$ cat src/rtl/y86_pkg.sv
// y86_pkg: shared Y86 instruction-set constants.
// Holds the icode encodings, the per-class ifun limits, the instruction length
// classes and a helper that tells whether an icode carries a register byte.
// Imported by the instruction-memory encoder and by the fetch stage, so both
// agree on the length and legality of every instruction.
package y86_pkg;

    // Instruction codes (high nibble of byte 0).
    localparam logic [3:0] IcodeNop    = 4'h0;
    localparam logic [3:0] IcodeHalt   = 4'h1;
    localparam logic [3:0] IcodeRrmovl = 4'h2;  // also the CMOVxx family
    localparam logic [3:0] IcodeIrmovl = 4'h3;
    localparam logic [3:0] IcodeRmmovl = 4'h4;
    localparam logic [3:0] IcodeMrmovl = 4'h5;
    localparam logic [3:0] IcodeAlu    = 4'h6;
    localparam logic [3:0] IcodeJxx    = 4'h7;
    localparam logic [3:0] IcodeCall   = 4'h8;
    localparam logic [3:0] IcodeRet    = 4'h9;
    localparam logic [3:0] IcodePushl  = 4'hA;
    localparam logic [3:0] IcodePopl   = 4'hB;

    // Highest legal function code per instruction class.
    localparam logic [3:0] MaxIfunAlu  = 4'd3;
    localparam logic [3:0] MaxIfunJxx  = 4'd6;
    localparam logic [3:0] MaxIfunCmov = 4'd6;

    // Encoded lengths in bytes.
    localparam logic [3:0] LenBare     = 4'd1;   // opcode byte only
    localparam logic [3:0] LenReg      = 4'd2;   // opcode + register byte
    localparam logic [3:0] LenDest     = 4'd9;   // opcode + 8-byte destination
    localparam logic [3:0] LenRegConst = 4'd10;  // opcode + register byte + 8-byte constant

    // Encoder sequencing states.
    typedef enum logic [0:0] {
        StIdle,
        StEmit
    } enc_state_e;

    // True when the encoding places a {rA,rB} byte right after the opcode byte.
    function automatic logic has_reg_byte(input logic [3:0] icode);
        logic r;
        r = 1'b0;
        case (icode)
            IcodeRrmovl, IcodeIrmovl, IcodeRmmovl, IcodeMrmovl,
            IcodeAlu, IcodePushl, IcodePopl: r = 1'b1;
            default:                          r = 1'b0;
        endcase
        return r;
    endfunction

endpackage

$ cat src/rtl/imem_instr_len.sv
// imem_instr_len: combinational Y86 instruction length/legality decoder.
// Ports:
//   icode  in  4  instruction code
//   ifun   in  4  function code
//   info   out 5  {legal, length[3:0]}; length is 0 for unknown icodes
module imem_instr_len
    import y86_pkg::*;
(
    input  logic [3:0] icode,
    input  logic [3:0] ifun,
    output logic [4:0] info
);

    logic       legal;
    logic [3:0] len;

    always_comb begin
        legal = 1'b0;
        len   = 4'd0;
        case (icode)
            IcodeNop, IcodeHalt, IcodeRet: begin
                legal = (ifun == 4'h0);
                len   = LenBare;
            end
            IcodeRrmovl: begin
                legal = (ifun <= MaxIfunCmov);
                len   = LenReg;
            end
            IcodeAlu: begin
                legal = (ifun <= MaxIfunAlu);
                len   = LenReg;
            end
            IcodePushl, IcodePopl: begin
                legal = (ifun == 4'h0);
                len   = LenReg;
            end
            IcodeJxx: begin
                legal = (ifun <= MaxIfunJxx);
                len   = LenDest;
            end
            IcodeCall: begin
                legal = (ifun == 4'h0);
                len   = LenDest;
            end
            IcodeIrmovl, IcodeRmmovl, IcodeMrmovl: begin
                legal = (ifun == 4'h0);
                len   = LenRegConst;
            end
            default: begin
                legal = 1'b0;
                len   = 4'd0;
            end
        endcase
    end

    assign info = {legal, len};

endmodule

$ cat src/rtl/imem_encoder.sv
// imem_encoder: serialises Y86 instructions into byte writes to an
// instruction memory.
// Ports:
//   clk_i, rst_i           clock, synchronous active-high reset
//   start_i, start_addr_i  load the write pointer (honoured only when idle)
//   in_valid_i/in_ready_o  instruction handshake
//   icode_i, ifun_i, rA_i, rB_i, valC_i  instruction fields
//   wr_en_o, wr_addr_o, wr_data_o        byte write port (zero when idle)
//   next_pc_o              write pointer = valP of last completed instruction
//   err_invalid_o          one-cycle pulse: illegal icode/ifun rejected
//   err_mem_o              one-cycle pulse: instruction would overflow memory
//   instr_count_o          number of instructions fully written (wrapping)
module imem_encoder
    import y86_pkg::*;
#(
    parameter int unsigned MEM_BYTES = 1024,
    parameter int unsigned CNT_W     = 32
) (
    input  logic             clk_i,
    input  logic             rst_i,
    input  logic             start_i,
    input  logic [63:0]      start_addr_i,
    input  logic             in_valid_i,
    output logic             in_ready_o,
    input  logic [3:0]       icode_i,
    input  logic [3:0]       ifun_i,
    input  logic [3:0]       rA_i,
    input  logic [3:0]       rB_i,
    input  logic [63:0]      valC_i,
    output logic             wr_en_o,
    output logic [63:0]      wr_addr_o,
    output logic [7:0]       wr_data_o,
    output logic [63:0]      next_pc_o,
    output logic             err_invalid_o,
    output logic             err_mem_o,
    output logic [CNT_W-1:0] instr_count_o
);

    enc_state_e       state_q, state_d;
    logic [63:0]      pc_q, pc_d;
    logic [CNT_W-1:0] cnt_q, cnt_d;
    logic [3:0]       idx_q, idx_d;
    logic             err_inv_q, err_inv_d;
    logic             err_mem_q, err_mem_d;

    // Latched instruction fields, loaded on acceptance.
    logic [3:0]       icode_q, ifun_q, ra_q, rb_q, len_q;
    logic [63:0]      valc_q;
    logic             fields_ld;

    logic [4:0]       in_info;
    logic             in_legal;
    logic [3:0]       in_len;
    logic [64:0]      in_end;
    logic             in_fits;
    logic             hs;

    imem_instr_len u_instr_len (
        .icode (icode_i),
        .ifun  (ifun_i),
        .info  (in_info)
    );

    assign in_legal = in_info[4];
    assign in_len   = in_info[3:0];

    // 65-bit sum so a pointer close to 2^64 cannot wrap into range.
    assign in_end  = {1'b0, pc_q} + {61'd0, in_len};
    assign in_fits = (in_end <= 65'(MEM_BYTES));

    // start_i takes priority, so it also masks ready.
    assign in_ready_o = (state_q == StIdle) && !rst_i && !start_i;
    assign hs         = in_valid_i && in_ready_o;

    // Next-state logic.
    always_comb begin
        state_d   = state_q;
        pc_d      = pc_q;
        cnt_d     = cnt_q;
        idx_d     = idx_q;
        err_inv_d = 1'b0;
        err_mem_d = 1'b0;
        fields_ld = 1'b0;
        unique case (state_q)
            StIdle: begin
                if (start_i) begin
                    pc_d = start_addr_i;
                end else if (hs) begin
                    // Illegality is reported ahead of a range failure.
                    if (!in_legal) begin
                        err_inv_d = 1'b1;
                    end else if (!in_fits) begin
                        err_mem_d = 1'b1;
                    end else begin
                        state_d   = StEmit;
                        idx_d     = 4'd0;
                        fields_ld = 1'b1;
                    end
                end
            end
            StEmit: begin
                if (idx_q == len_q - 4'd1) begin
                    state_d = StIdle;
                    idx_d   = 4'd0;
                    pc_d    = pc_q + {60'd0, len_q};
                    cnt_d   = cnt_q + CNT_W'(1);
                end else begin
                    idx_d = idx_q + 4'd1;
                end
            end
            default: begin
                state_d = StIdle;
            end
        endcase
    end

    always_ff @(posedge clk_i) begin
        if (rst_i) begin
            state_q   <= StIdle;
            pc_q      <= '0;
            cnt_q     <= '0;
            idx_q     <= '0;
            err_inv_q <= 1'b0;
            err_mem_q <= 1'b0;
        end else begin
            state_q   <= state_d;
            pc_q      <= pc_d;
            cnt_q     <= cnt_d;
            idx_q     <= idx_d;
            err_inv_q <= err_inv_d;
            err_mem_q <= err_mem_d;
        end
    end

    always_ff @(posedge clk_i) begin
        if (rst_i) begin
            icode_q <= '0;
            ifun_q  <= '0;
            ra_q    <= '0;
            rb_q    <= '0;
            len_q   <= '0;
            valc_q  <= '0;
        end else if (fields_ld) begin
            icode_q <= icode_i;
            ifun_q  <= ifun_i;
            ra_q    <= rA_i;
            rb_q    <= rB_i;
            len_q   <= in_len;
            valc_q  <= valC_i;
        end
    end

    // Byte selection: opcode, optional register byte, then valC LSB first.
    logic       has_reg;
    logic [2:0] valc_idx;
    logic [7:0] byte_sel;

    always_comb begin
        has_reg  = has_reg_byte(icode_q);
        valc_idx = 3'd0;
        byte_sel = 8'h00;
        if (idx_q == 4'd0) begin
            byte_sel = {icode_q, ifun_q};
        end else if (has_reg && (idx_q == 4'd1)) begin
            byte_sel = {ra_q, rb_q};
        end else begin
            valc_idx = has_reg ? 3'(idx_q - 4'd2) : 3'(idx_q - 4'd1);
            byte_sel = valc_q[{valc_idx, 3'b000} +: 8];
        end
    end

    // Reset cuts the write strobe in the same cycle so an aborted instruction
    // leaves no partial byte behind.
    logic emit_active;
    assign emit_active = (state_q == StEmit) && !rst_i;

    always_comb begin
        wr_en_o   = emit_active;
        wr_addr_o = '0;
        wr_data_o = '0;
        if (emit_active) begin
            wr_addr_o = pc_q + {60'd0, idx_q};
            wr_data_o = byte_sel;
        end
    end

    assign next_pc_o     = pc_q;
    assign instr_count_o = cnt_q;
    assign err_invalid_o = err_inv_q;
    assign err_mem_o     = err_mem_q;

endmodule

$ cat config.mk
export PLATFORM = sky130hd
export DESIGN_NAME = imem_encoder
export DESIGN_NICKNAME = d
export VERILOG_FILES = /design/src/rtl/y86_pkg.sv /design/src/rtl/imem_instr_len.sv /design/src/rtl/imem_encoder.sv
export SDC_FILE = /design/constraint.sdc
export NUM_CORES = 1
export LEC_CHECK = 0
export BUFFER_PORTS_ARGS = -buffer_cell sky130_fd_sc_hd__clkbuf_2
export CAP_MARGIN = 20
export CORE_ASPECT_RATIO = 1.25
export CORE_UTILIZATION = 25
export DETAILED_ROUTE_END_ITERATION = 7
export GPL_TIMING_DRIVEN = 0
export PLACE_DENSITY = 0.49
export SYNTH_ARGS = -nofsm -noshare
export SYNTH_HDL_FRONTEND = slang
export SYNTH_HIERARCHICAL = 1
export SYNTH_SLANG_ARGS = --single-unit
export TNS_END_PERCENT = 10
$ cat constraint.sdc
create_clock -name clk_i -period 4.5 [get_ports clk_i]
set_input_delay 0.45 -clock clk_i [delete_from_list [all_inputs] [get_ports clk_i]]
set_output_delay 0.45 -clock clk_i [all_outputs]
set_load 0.01 [all_outputs]
## Word-level counts from Yosys, hierarchy flattened

Index checks and enable logic that the tools add are counted.
W data, S select, Z words.

- Register bits after elaboration: 187
- Output and inout bits: 172
- Logic and storage cells: 101

- Add/subtract/negate cells: 8
- $lt $le $gt $ge: 3
- Equality and inequality tests: 26
- Shifts and indexed selects: 1
- Muxes and demuxes: 26
- Bitwise logic cells: 3
- Reduce and logical (&&, ||, !) cells: 22

Operators by type and width:

| kind | number |
|---|---|
| $mux W64 | 3 |
| $add A64 B4 Y64 | 2 |
| $pmux W64 S2 | 1 |
| $add A64 B4 Y65 | 1 |
| $le A65 B11 Y1 const B | 1 |
| $shiftx A64 B7 Y8 | 1 |
| $add A32 B1 Y32 const B | 1 |
| $eq A4 B3 Y1 const B | 7 |
| $eq A4 B4 Y1 const B | 6 |
| $mux W8 | 3 |
| $mux W4 | 5 |
| $eq A4 B2 Y1 const B | 4 |
| $pmux W4 S4 | 1 |
| $logic_not A4 Y1 | 3 |
| $ne A2 B2 Y1 const B | 5 |
| $mux W1 | 9 |
| $reduce_or A9 Y1 | 1 |
| $eq A4 B1 Y1 const B | 2 |
| $pmux W4 S2 | 1 |
| $reduce_or A4 Y1 | 2 |
| $reduce_or A7 Y1 | 1 |
| $reduce_or A3 Y1 | 2 |
| $logic_and A1 B1 Y1 | 5 |
| $reduce_or A5 Y1 | 1 |
| 16 further kinds | 21 |

## Longest topological paths before layout

- Depth in word-level cells: 10
- Depth in mapped cells: 18
- Depth with buffers taken out: 13

## Modules after synthesis

Netlist, hierarchy kept.

Modules (own cells, without submodules):

| module | times used | cells each | area each (um^2) | sequential area each (um^2) |
|---|---|---|---|---|
| imem_encoder | 1 | 1884 | 13883.3 | 3743.6 |
| imem_instr_len | 1 | 21 | 133.9 | 0.0 |

## Least setup slack after synthesis

OpenSTA, ideal clock, no wires.

- Path kind: input-to-reg
- From: input icode_i[2]
- To: register icode_q[0]
- Setup time: 0.132 ns
- Arrival: 3.785 ns
- Data required time: 4.368 ns
- Path slack: 0.583 ns
- Stages: 16
- Path buffers: 3
- Path through: buf_2 nand2_1 o22ai_1 ha_1 fa_1 nand3_1 a2111oi_4 nand4_1 or4_1 xnor2_1 nand4b_1 or4_4 buf_6 buf_6 o31ai_1 a21oi_1

- Longest elaborated chain between the ends: 10
- Elaborated cells on any way between the ends: 27
- Classes of those cells: add/sub: 1; order compare: 1; eq/ne: 11; mux: 7; reduce/logical: 7

RTL lines:

| item | line | source |
|---|---|---|
| from (decl) | imem_encoder.sv:25 | `input logic [3:0] icode_i,` |
| $eq A4 B2 Y1, or another cell as far along | imem_instr_len.sv:20 | `case (icode)` |
| $reduce_or A4 Y1 (no line), or another cell as far along | -- |  |
| $pmux W4 S4 (*) | imem_instr_len.sv:20 |  |
| via in_info[0] | imem_encoder.sv:51 | `logic [4:0] in_info;` |
| $add A64 B4 Y65 (*) | imem_encoder.sv:68 | `assign in_end = {1'b0, pc_q} + {61'd0, in_len};` |
| $le A65 B11 Y1 (*) | imem_encoder.sv:69 | `assign in_fits = (in_end <= 65'(MEM_BYTES));` |
| $mux W1 (*) | imem_encoder.sv:92 | `end else if (!in_fits) begin` |
| $mux W1 (*) | imem_encoder.sv:90 | `if (!in_legal) begin` |
| $mux W1 (*) | imem_encoder.sv:88 | `end else if (hs) begin` |
| $mux W1 (*) | imem_encoder.sv:86 | `if (start_i) begin` |
| $mux W1 (*) | imem_encoder.sv:84 | `unique case (state_q)` |
| to (signal assigned) | imem_encoder.sv:144 | `icode_q <= icode_i;` |
| to (decl) | imem_encoder.sv:47 | `logic [3:0] icode_q, ifun_q, ra_q, rb_q, len_q;` |

Mark *: on every way through the listed nets, which the timed path passes. The rest lies on a longest branch.
A chain may end at the register's enable or synchronous reset.

## Worst setup path in the final report

- From: input icode_i[3]
- To: register valc_q[12]

- Longest elaborated chain between the ends: 10
- Elaborated cells on any way between the ends: 27
- Classes of those cells: add/sub: 1; order compare: 1; eq/ne: 11; mux: 7; reduce/logical: 7

RTL lines:

| item | line | source |
|---|---|---|
| $eq A4 B2 Y1, or another cell as far along | imem_instr_len.sv:20 |  |
| $reduce_or A4 Y1 (no line), or another cell as far along | -- |  |
| $pmux W4 S4 (*) | imem_instr_len.sv:20 |  |
| via in_info[0] | imem_encoder.sv:51 |  |
| $add A64 B4 Y65 (*) | imem_encoder.sv:68 |  |
| $le A65 B11 Y1 (*) | imem_encoder.sv:69 |  |
| $mux W1 (*) | imem_encoder.sv:92 |  |
| $mux W1 (*) | imem_encoder.sv:90 |  |
| $mux W1 (*) | imem_encoder.sv:88 |  |
| $mux W1 (*) | imem_encoder.sv:86 |  |
| $mux W1 (*) | imem_encoder.sv:84 |  |
| to (signal assigned) | imem_encoder.sv:149 | `valc_q <= valC_i;` |
| to (decl) | imem_encoder.sv:48 | `logic [63:0] valc_q;` |

Marked as above.

==> impl_metrics.toml <==
[run]
drv_cap = 0

[synthesis]
synthMostInstantiatedCell = "nor2_1"
yosys-top-cells-count = "nor2_1, dfxtp_1, a21oi_1"
syn_area_um2 = 14000
synth_top_area_share_pct = 26.7
yosysWarnings = 6
synth.largest_area_cell = "dfxtp_1"
async_flop_share_pct = 0
synth_cells = 1905
synthDistinctLibCells = 87
syn_avg_cell_area_um2 = 7.36
synth_area_leaders = "dfxtp_1, nand4_1, a21oi_1"
synth_nets = 2074
ys_seq_area_share_pct = 26.7
synth_edf_count = 0
ys_ff_latch = 187
synth_ff_type = "dfxtp_1"

[place]
dp_slack_ns = -1.50
port_buffers = 319
dp.cells = 2970
place_area_um2 = 16600
place.gp.congestion = 1.02
dp_hpwl_um = 66100

[route]
drtIter0Drc = 1583
drcViolationCount = 0
first_pass_iters = 5
antenna_left = 0
wl_um = 83800
wire_per_inst_um = 27.7
num_vias = 17300
vias_per_cell = 5.70

[timing]
finClkSkew_ns = 0.0188
setup_viol = 0
setup_ws_ns = 0.0907
hold_viol_final = 0
max_freq_ghz = 0.227
finalCritPeriodShare_pct = 98.0
drv_slew = 0
tightest_slew_ns = 1.23
post-route-min-period_ns = 4.41
slew_headroom_pct = 18.1
rsz0062_at_grt = "true"

[floorplan]
die_h_um = 267
coreArea_um2 = 55100
ioPinCount = 320
die_area_um2 = 57000
initial_core_util_pct = 25.4
rows = 96
die_w_um = 214

[worst_hold_path]
hp-class = "primary input to flip-flop"

[finish]
drive_gt1_share_pct = 23.8
fin_nets = 2448
fin_cells = 3028
area_growth_pct = 26.5
n_fill_cell = 6028
fin_area_um2 = 17700

[power]
power.total_w = 0.00406
leakage_nw = 6.43
peakVddDrop_mv = 0.201
power_density_nw_per_um2 = 229

[worst_setup_path]
cp-end-kind = "flip-flop"
cp_max_fo = 10
worstPathArrival_ns = 4.82
startpoint_type = "primary input"
crit_type = "primary input to flip-flop"
required_ns = 4.91

[global_route]
grt_pass1_wl_um = 117000
gr-total-overflow = 0
grt_start_max_net_pins = 21
grt_pass1_vias = 16400
grt_util_all_layers_pct = 28.9
grt_antenna_before_repair = 5

[clock_network]
clock_sinks = 187
cts_tree = "built"
root_buffer = "clkbuf_16"
ctsHoldBuffers = 0
htreeDepth = 4
worstSkewPairLatency_ns = 0.49
clock_path_buffers = 2
clkSlewWorstSetupHoldPaths_ns = 0.08
cts_buffers = 17

[status]
outcome = "finished, final reports clean"
==> cell type report <==
class                           count  area [um^2]  area share, %
Clock inverter                     15          170          0.960
Multi-Input combinational cell   1500         9610           54.2
Sequential cell                   187         3740           21.1
Clock buffer                       17          425           2.40
Inverter                           35          131          0.741
Antenna cell                        1         2.50         0.0141
Tap cell                          735          920           5.19
Buffer                            182          838           4.73
Timing Repair Buffer              356         1890           10.7
==> metrics by stage <==
step                util [%]  hold WS [ns]  TNS (ns)
finish                  32.2         0.178         0
global route            32.2         0.158    -0.138
CTS                     31.6         0.147     -1.07
detailed placement      30.2         0.459   -123.32
global placement        30.0         0.450   -134.04
floorplan                  -         0.441         0
==> metal layers <==
| metal | routed length [um] | share of wire [%] | global-route usage [%] | vias up |
|---|---|---|---|---|
| met5 | 52 | 0.062 | 0 | - |
| met1 | 31700 | 38 | 33.3 | 8249 |
| li1 | - | - | - | 7840 |
| met4 | 5480 | 6.5 | 17.2 | 8 |
| met2 | 40500 | 48 | 49.2 | 937 |
| met3 | 6070 | 7.2 | 5.22 | 240 |
==> cells by family (layout without fill, tap and decap cells) <==
| kind of cell | count (synthesis) | in the layout | synth area share (%) |
|---|---|---|---|
| and+or+nand+nor | 841 | 841 | 31.2 |
| AOI/OAI and AO/OA | 490 | 490 | 22.0 |
| buffers and inverters | 218 | 605 | 6.90 |
| DFF | 187 | 187 | 26.7 |
| xor gates and xnor gates | 104 | 104 | 6.61 |
| muxes | 43 | 43 | 4.53 |
| adders and majority gates | 21 | 21 | 2.04 |
| other | 1 | 2 | 0.0268 |
==> placed cells by master, fill, tap and decap left out, types with 64 or more instances in the layout <==
master	n
o21ai_0	77
a21oi_1	185
o31ai_1	93
clkbuf_1	108
nand2_1	166
nand4_1	155
nor2_1	208
clkbuf_2	324
dfxtp_1	186
nand3_1	64
==> sequential cells by signal (all words and copies together), names as in the netlist <==
register       cells
ifun_q             4
rb_q               4
instr_count_o     32
icode_q            4
next_pc_o         64
valc_q            64
err_invalid_o      1
len_q              4
err_mem_o          1
state_q            1
idx_q              4
ra_q               4
==> critical path, stage by stage <==
cell	delay, ns
clkbuf_2	0.15
nand2b_1	0.21
o22ai_2	0.25
ha_1	0.26
fa_1	0.24
nand3_2	0.21
a2111oi_4	0.34
buf_4	0.23
nand4_1	0.20
buf_4	0.23
xnor2_2	0.24
nand3_1	0.11
a2111o_1	0.47
nor4b_4	0.23
buf_4	0.18
buf_12	0.12
clkbuf_1	0.30
nand4_1	0.20
a21oi_1	0.17
==> final timing paths <==
check / from / endpoint / slack, ns / cells after the start
setup reg to reg: next_pc_o[27]$_SDFFE_PP0P_ / icode_q[0]$_SDFFE_PP0P_ / 0.10 / 13
hold reg to reg: valc_q[6]$_SDFFE_PP0P_ / valc_q[6]$_SDFFE_PP0P_ / 0.47 / 2
setup / recovery: icode_i[3] / valc_q[12]$_SDFFE_PP0P_ / 0.09 / 19
hold / removal: in_valid_i / err_invalid_o$_SDFF_PP0_ / 0.18 / 3
==> where the power goes <==
group	leakage [nW]	internal [W]	total [W]	switching (W)
combinational	4.62	0.000229	0.000697	0.000467
sequential	1.52	0.00169	0.00174	0.0000512
clock	0.291	0.000750	0.00162	0.000872
total	6.43	0.00267	0.00406	0.00139
==> repair_timing <==
item                                    4_1_cts  5_1_grt
endpoints found under the setup margin      103      108
pin swaps                                     3       10
buffers inserted                              6       18
gates resized for setup                      21       40
Note: power is estimated with default switching activity, not from simulation.
